### src/rtl/id_ex_stage.sv
// ID/EX pipeline register with operand forwarding from EX/MEM and MEM/WB,
// operand-source muxing and load-use hazard detection.
module id_ex_stage (
  input  logic        clk,
  input  logic        reset,
  input  logic        stall,
  input  logic        flush,
  input  logic        id_valid,
  input  logic [4:0]  id_rs_addr,
  input  logic [4:0]  id_rt_addr,
  input  logic [4:0]  id_rd_addr,
  input  logic [31:0] id_rs_data,
  input  logic [31:0] id_rt_data,
  input  logic [31:0] id_imm,
  input  logic [4:0]  id_shamt,
  input  logic [5:0]  id_alufun,
  input  logic        id_sign,
  input  logic        id_alusrc1,
  input  logic        id_alusrc2,
  input  logic        id_regwrite,
  input  logic        id_memread,
  input  logic        id_memwrite,
  input  logic        exmem_regwrite,
  input  logic [4:0]  exmem_rd,
  input  logic [31:0] exmem_result,
  input  logic        memwb_regwrite,
  input  logic [4:0]  memwb_rd,
  input  logic [31:0] memwb_result,
  output logic [31:0] alu_a,
  output logic [31:0] alu_b,
  output logic [5:0]  alu_fun,
  output logic        alu_sign,
  output logic [31:0] ex_store_data,
  output logic [4:0]  ex_rd,
  output logic        ex_regwrite,
  output logic        ex_memread,
  output logic        ex_memwrite,
  output logic        ex_valid,
  output logic        load_use
);

  logic        valid_q, regwrite_q, memread_q, memwrite_q;
  logic [4:0]  rs_addr_q, rt_addr_q, rd_addr_q, shamt_q;
  logic [31:0] rs_data_q, rt_data_q, imm_q;
  logic [5:0]  alufun_q;
  logic        sign_q, alusrc1_q, alusrc2_q;
  logic [31:0] fwd_rs, fwd_rt;

  // A load in EX whose destination is read by the instruction in ID must be
  // separated by a bubble; suppressed while stalled so only one bubble is made.
  always_comb begin
    load_use = 1'b0;
    if (!stall && valid_q && memread_q && (rd_addr_q != 5'd0) && id_valid &&
        ((rd_addr_q == id_rs_addr) || (rd_addr_q == id_rt_addr)))
      load_use = 1'b1;
  end

  always_ff @(posedge clk) begin
    if (reset || (!stall && (flush || load_use))) begin
      valid_q    <= 1'b0;
      regwrite_q <= 1'b0;
      memread_q  <= 1'b0;
      memwrite_q <= 1'b0;
      rs_addr_q  <= 5'd0;
      rt_addr_q  <= 5'd0;
      rd_addr_q  <= 5'd0;
      rs_data_q  <= 32'd0;
      rt_data_q  <= 32'd0;
      imm_q      <= 32'd0;
      shamt_q    <= 5'd0;
      alufun_q   <= 6'd0;
      sign_q     <= 1'b0;
      alusrc1_q  <= 1'b0;
      alusrc2_q  <= 1'b0;
    end else if (!stall) begin
      valid_q    <= id_valid;
      regwrite_q <= id_regwrite & id_valid;
      memread_q  <= id_memread & id_valid;
      memwrite_q <= id_memwrite & id_valid;
      rs_addr_q  <= id_rs_addr;
      rt_addr_q  <= id_rt_addr;
      rd_addr_q  <= id_rd_addr;
      rs_data_q  <= id_rs_data;
      rt_data_q  <= id_rt_data;
      imm_q      <= id_imm;
      shamt_q    <= id_shamt;
      alufun_q   <= id_alufun;
      sign_q     <= id_sign;
      alusrc1_q  <= id_alusrc1;
      alusrc2_q  <= id_alusrc2;
    end
  end

  // EX/MEM is the younger producer, so it is checked first; $0 never forwards.
  always_comb begin
    fwd_rs = rs_data_q;
    if (exmem_regwrite && (exmem_rd != 5'd0) && (exmem_rd == rs_addr_q))
      fwd_rs = exmem_result;
    else if (memwb_regwrite && (memwb_rd != 5'd0) && (memwb_rd == rs_addr_q))
      fwd_rs = memwb_result;

    fwd_rt = rt_data_q;
    if (exmem_regwrite && (exmem_rd != 5'd0) && (exmem_rd == rt_addr_q))
      fwd_rt = exmem_result;
    else if (memwb_regwrite && (memwb_rd != 5'd0) && (memwb_rd == rt_addr_q))
      fwd_rt = memwb_result;
  end

  assign alu_a         = alusrc1_q ? {27'd0, shamt_q} : fwd_rs;
  assign alu_b         = alusrc2_q ? imm_q : fwd_rt;
  assign ex_store_data = fwd_rt;
  assign alu_fun       = alufun_q;
  assign alu_sign      = sign_q;
  assign ex_rd         = rd_addr_q;
  assign ex_regwrite   = regwrite_q;
  assign ex_memread    = memread_q;
  assign ex_memwrite   = memwrite_q;
  assign ex_valid      = valid_q;

endmodule

### config.mk
export PLATFORM = sky130hd
export DESIGN_NAME = id_ex_stage
export DESIGN_NICKNAME = d
export VERILOG_FILES = /design/src/rtl/id_ex_stage.sv
export SDC_FILE = /design/constraint.sdc
export NUM_CORES = 1
export LEC_CHECK = 0
export CAP_MARGIN = 20
export CORE_MARGIN = 5
export CORE_UTILIZATION = 41
export DETAILED_ROUTE_END_ITERATION = 6
export HOLD_SLACK_MARGIN = 0.12
export PLACE_DENSITY = 0.83
export SYNTH_ARGS = -nofsm -noshare
export SYNTH_HDL_FRONTEND = slang
export SYNTH_SLANG_ARGS = --single-unit
### constraint.sdc
create_clock -name clk -period 3.3 [get_ports clk]
set_input_delay 0.66 -clock clk [delete_from_list [all_inputs] [get_ports clk]]
set_output_delay 0.66 -clock clk [all_outputs]
set_load 0.1 [all_outputs]
==> metrics <==
status finished with violations; failing checks negative setup slack; total CTS buffers 17; htree depth 4; Initial Util 0.4122; Seq/Total Area, Yosys 0.3988; Overall Power 5513 uW; Met2 Wirelength 16900 um; skew final 0.007016 ns; worst-path cell chain buf_6 -> or4_4 -> buf_6 -> o211ai_4 -> or2_4 -> buf_12 -> buf_12 -> a31oi_4 -> mux2_4 -> buf_12; port buffer count 321; most common library cell in the layout ignoring fill and taps clkdlybuf4s50_1; Tightest Hold Check Type reg2reg; routed length on met1 11400 um; combinational group share of total power 0.345; Yosys reg bits 129; start point of the critical path exmem_rd[1]; Die ar. 18410 sq um; antenna-violating nets left 0; vias in the first global route 7959; Crit path largest cell delay 0.54 ns; Syn Inst Count 644; largest net degree at the start of global routing 72; Die W 135.7 um; WP depth 10; Critical Path Sink alu_b[20]; commonest cells after routing, fill and taps aside clkdlybuf4s50_1 (196), a22o_1 (126), dfxtp_1 (126); cells on worst reg2reg path 5; CP max FO 8; Total GRT Usage 0.3358; pwr dens 404.8 nW/um^2; WP data required 2.64 ns; CP top delay family simple AND/OR/NAND/NOR gates; post-layout net count 1223; first-pass GRT wire length 46550 um; Boundary Pins 322; Die H 135.7 um; # DRC 0; pin slew with the least headroom to its limit 0.8230 ns; FP Rows 46; kind of critical path in2out; Period minus WS final 3.373 ns; Seq pwr share 0.306; Ant. Diodes 0; initial antenna violation count 0; core area 15710 sq um; CTS tree yes; syn_nets 853; DRT iter0 DRCs 607; r2r endpoint rs_data_q[12]; synthesis-to-layout area growth 110.3%; WL per Instance 26.98 um; Clock Pin Slew Worst Setup and Hold Paths 0.06 ns; FF-to-FF setup slack 1.21 ns; final number of hold-violating endpoints 0; Yosys Warn Count 0; RSZ-0062 raised after global routing true; P_int 3655 uW; VDD IR max 0.3939 mV; Final period util 1.022; Slowest cell on crit path or4_4; RR Startpoint ex_rd[4]; Clk network pwr share 0.350; routed vias/inst 6.161; hpwl dp 20740 um; hold_ws 0.4751 ns; sw frac 0.3371; CP endpoint kind output port; Max clock buf depth 2; most used cell, CP buf_12; WL met3 3017 um; Clk Latency, worst-skew pair 0.42 ns; Pleak 0.004993 uW; max layer used met4; Num Clock Sinks 129; syn_area_per_cell 10.06 sq um; Setup TNS Final -1.391 ns; RePlAce Congestion 0.8695; proportion of layout cells with a drive suffix above 1 0.4209; final worst setup slack -0.07333 ns; CTS root buf clkbuf_16; worst endpoint data arrival time 2.71 ns; Pre-antenna DRT Iters 5; crit path buf inv count 5; final setup vio count 28; worst rel slew slack 0.4514; f_max 296.4 MHz; maxcap violations 0; via count 7640; mapped cell area 6476 sq um; count of final max-slew check failures 0; Congestion Overflow GR 0; Cell variety after synth 38; Sw Pwr 1858 uW; Startpoint Class primary input; WL final 33450 um
## cells in the mapped netlist, drive strengths merged
cell / number / share of area
dfxtp: 129 / 0.40
a22o: 126 / 0.17
nor3: 38 / 0.029
clkbuf: 36 / 0.021
nand3: 34 / 0.026
a31oi: 32 / 0.060
buf: 32 / 0.030
mux2: 32 / 0.056
mux2i: 32 / 0.049
o21ai: 32 / 0.025
nor2: 29 / 0.017
a211oi: 27 / 0.031
xnor2: 22 / 0.030
xor2: 8 / 0.011
a221oi: 5 / 0.0068
inv: 5 / 0.0029
a32o: 3 / 0.0046
or4: 3 / 0.0046
nand2: 2 / 0.0012
nand4: 2 / 0.0019
nor2b: 2 / 0.0019
o211ai: 2 / 0.0039
a2111oi: 1 / 0.0023
a21oi: 1 / 0.00077
and2: 1 / 0.00097
nand4b: 1 / 0.0014
nor4: 1 / 0.0033
nor4b: 1 / 0.0023
o2111ai: 1 / 0.0014
o211a: 1 / 0.0015
o22ai: 1 / 0.00097
or2: 1 / 0.00097
or4b: 1 / 0.0021
## metal layers
layer	GRT usage	up-vias
met4	0.1932	0
li1	-	3213
met5	0	-
met2	0.5780	536
met3	0.09733	164
met1	0.3687	3727
## power by group through the flow
stage	clock network, uW	logic, uW	registers, uW
global route	2000	1950	1690
CTS	1910	1850	1680
floorplan	0	952	1730
global placement	0	1760	1700
finish	1930	1900	1690
detailed placement	0	1780	1700
## timing repair
item	CTS	global route
pin swaps	42	31
hold buffers	0	0
cloned	7	2
gates resized for setup	117	52
setup endpoints to repair	96	85
setup buffers	14	9
## flip-flops by register name, summed over array words and instances, names as in the netlist
register and flops:
alu_fun 6, alu_sign 1, alusrc1_q 1, alusrc2_q 1
ex_memread 1, ex_memwrite 1, ex_rd 5, ex_regwrite 1
ex_valid 1, imm_q 32, rs_addr_q 5, rs_data_q 32
rt_addr_q 5, rt_data_q 32, shamt_q 5
## metrics by stage
| stage | setup slack [ns] | utilization | std cells | cell area [sq um] |
|---|---|---|---|---|
| 6_report | -0.07333 | 0.8667 | 1240 | 13620 |
| 5_1_grt | -0.1144 | 0.8667 | 1240 | 13620 |
| 4_1_cts | -0.08672 | 0.8524 | 1234 | 13390 |
| 3_5_place_dp | -0.5928 | 0.7762 | 1190 | 12200 |
| 3_3_place_gp | -0.4576 | 0.7762 | 1190 | 12200 |
| 2_1_floorplan | -0.1997 | - | 644 | 7358 |
## cell families after synthesis
logic type | share of synthesized area
xor gates and xnor gates | 0.04057
DFF | 0.3988
muxes | 0.1051
AOI/OAI and AO/OA | 0.3085
buffers and inverters | 0.05390
and+or+nand+nor | 0.09312
## final cells by class
type / instances / area [sq um]
repair buffers: 419 / 5268
multi-input cells: 442 / 4898
flip-flops and latches: 129 / 2589
fillers: 706 / 2095
clock buffers: 22 / 464.2
well taps: 216 / 270.3
clock inverters: 7 / 110.1
inverters: 5 / 18.77
## how the worst min path moves through the flow
stage                        startpoint            end  slack, ns  cells after the start
after global routing       rt_data_q[5]   rt_data_q[5]       0.50                      1
after detailed placement  rt_data_q[11]  rt_data_q[11]       0.45                      1
after global placement      ex_regwrite    ex_regwrite       0.45                      1
final                      rt_data_q[5]   rt_data_q[5]       0.48                      1
after floorplan            rt_data_q[0]   rt_data_q[0]       0.44                      1
after CTS                   ex_memwrite    ex_memwrite       0.47                      1
No activity file was read; power rests on OpenSTA's default activity.
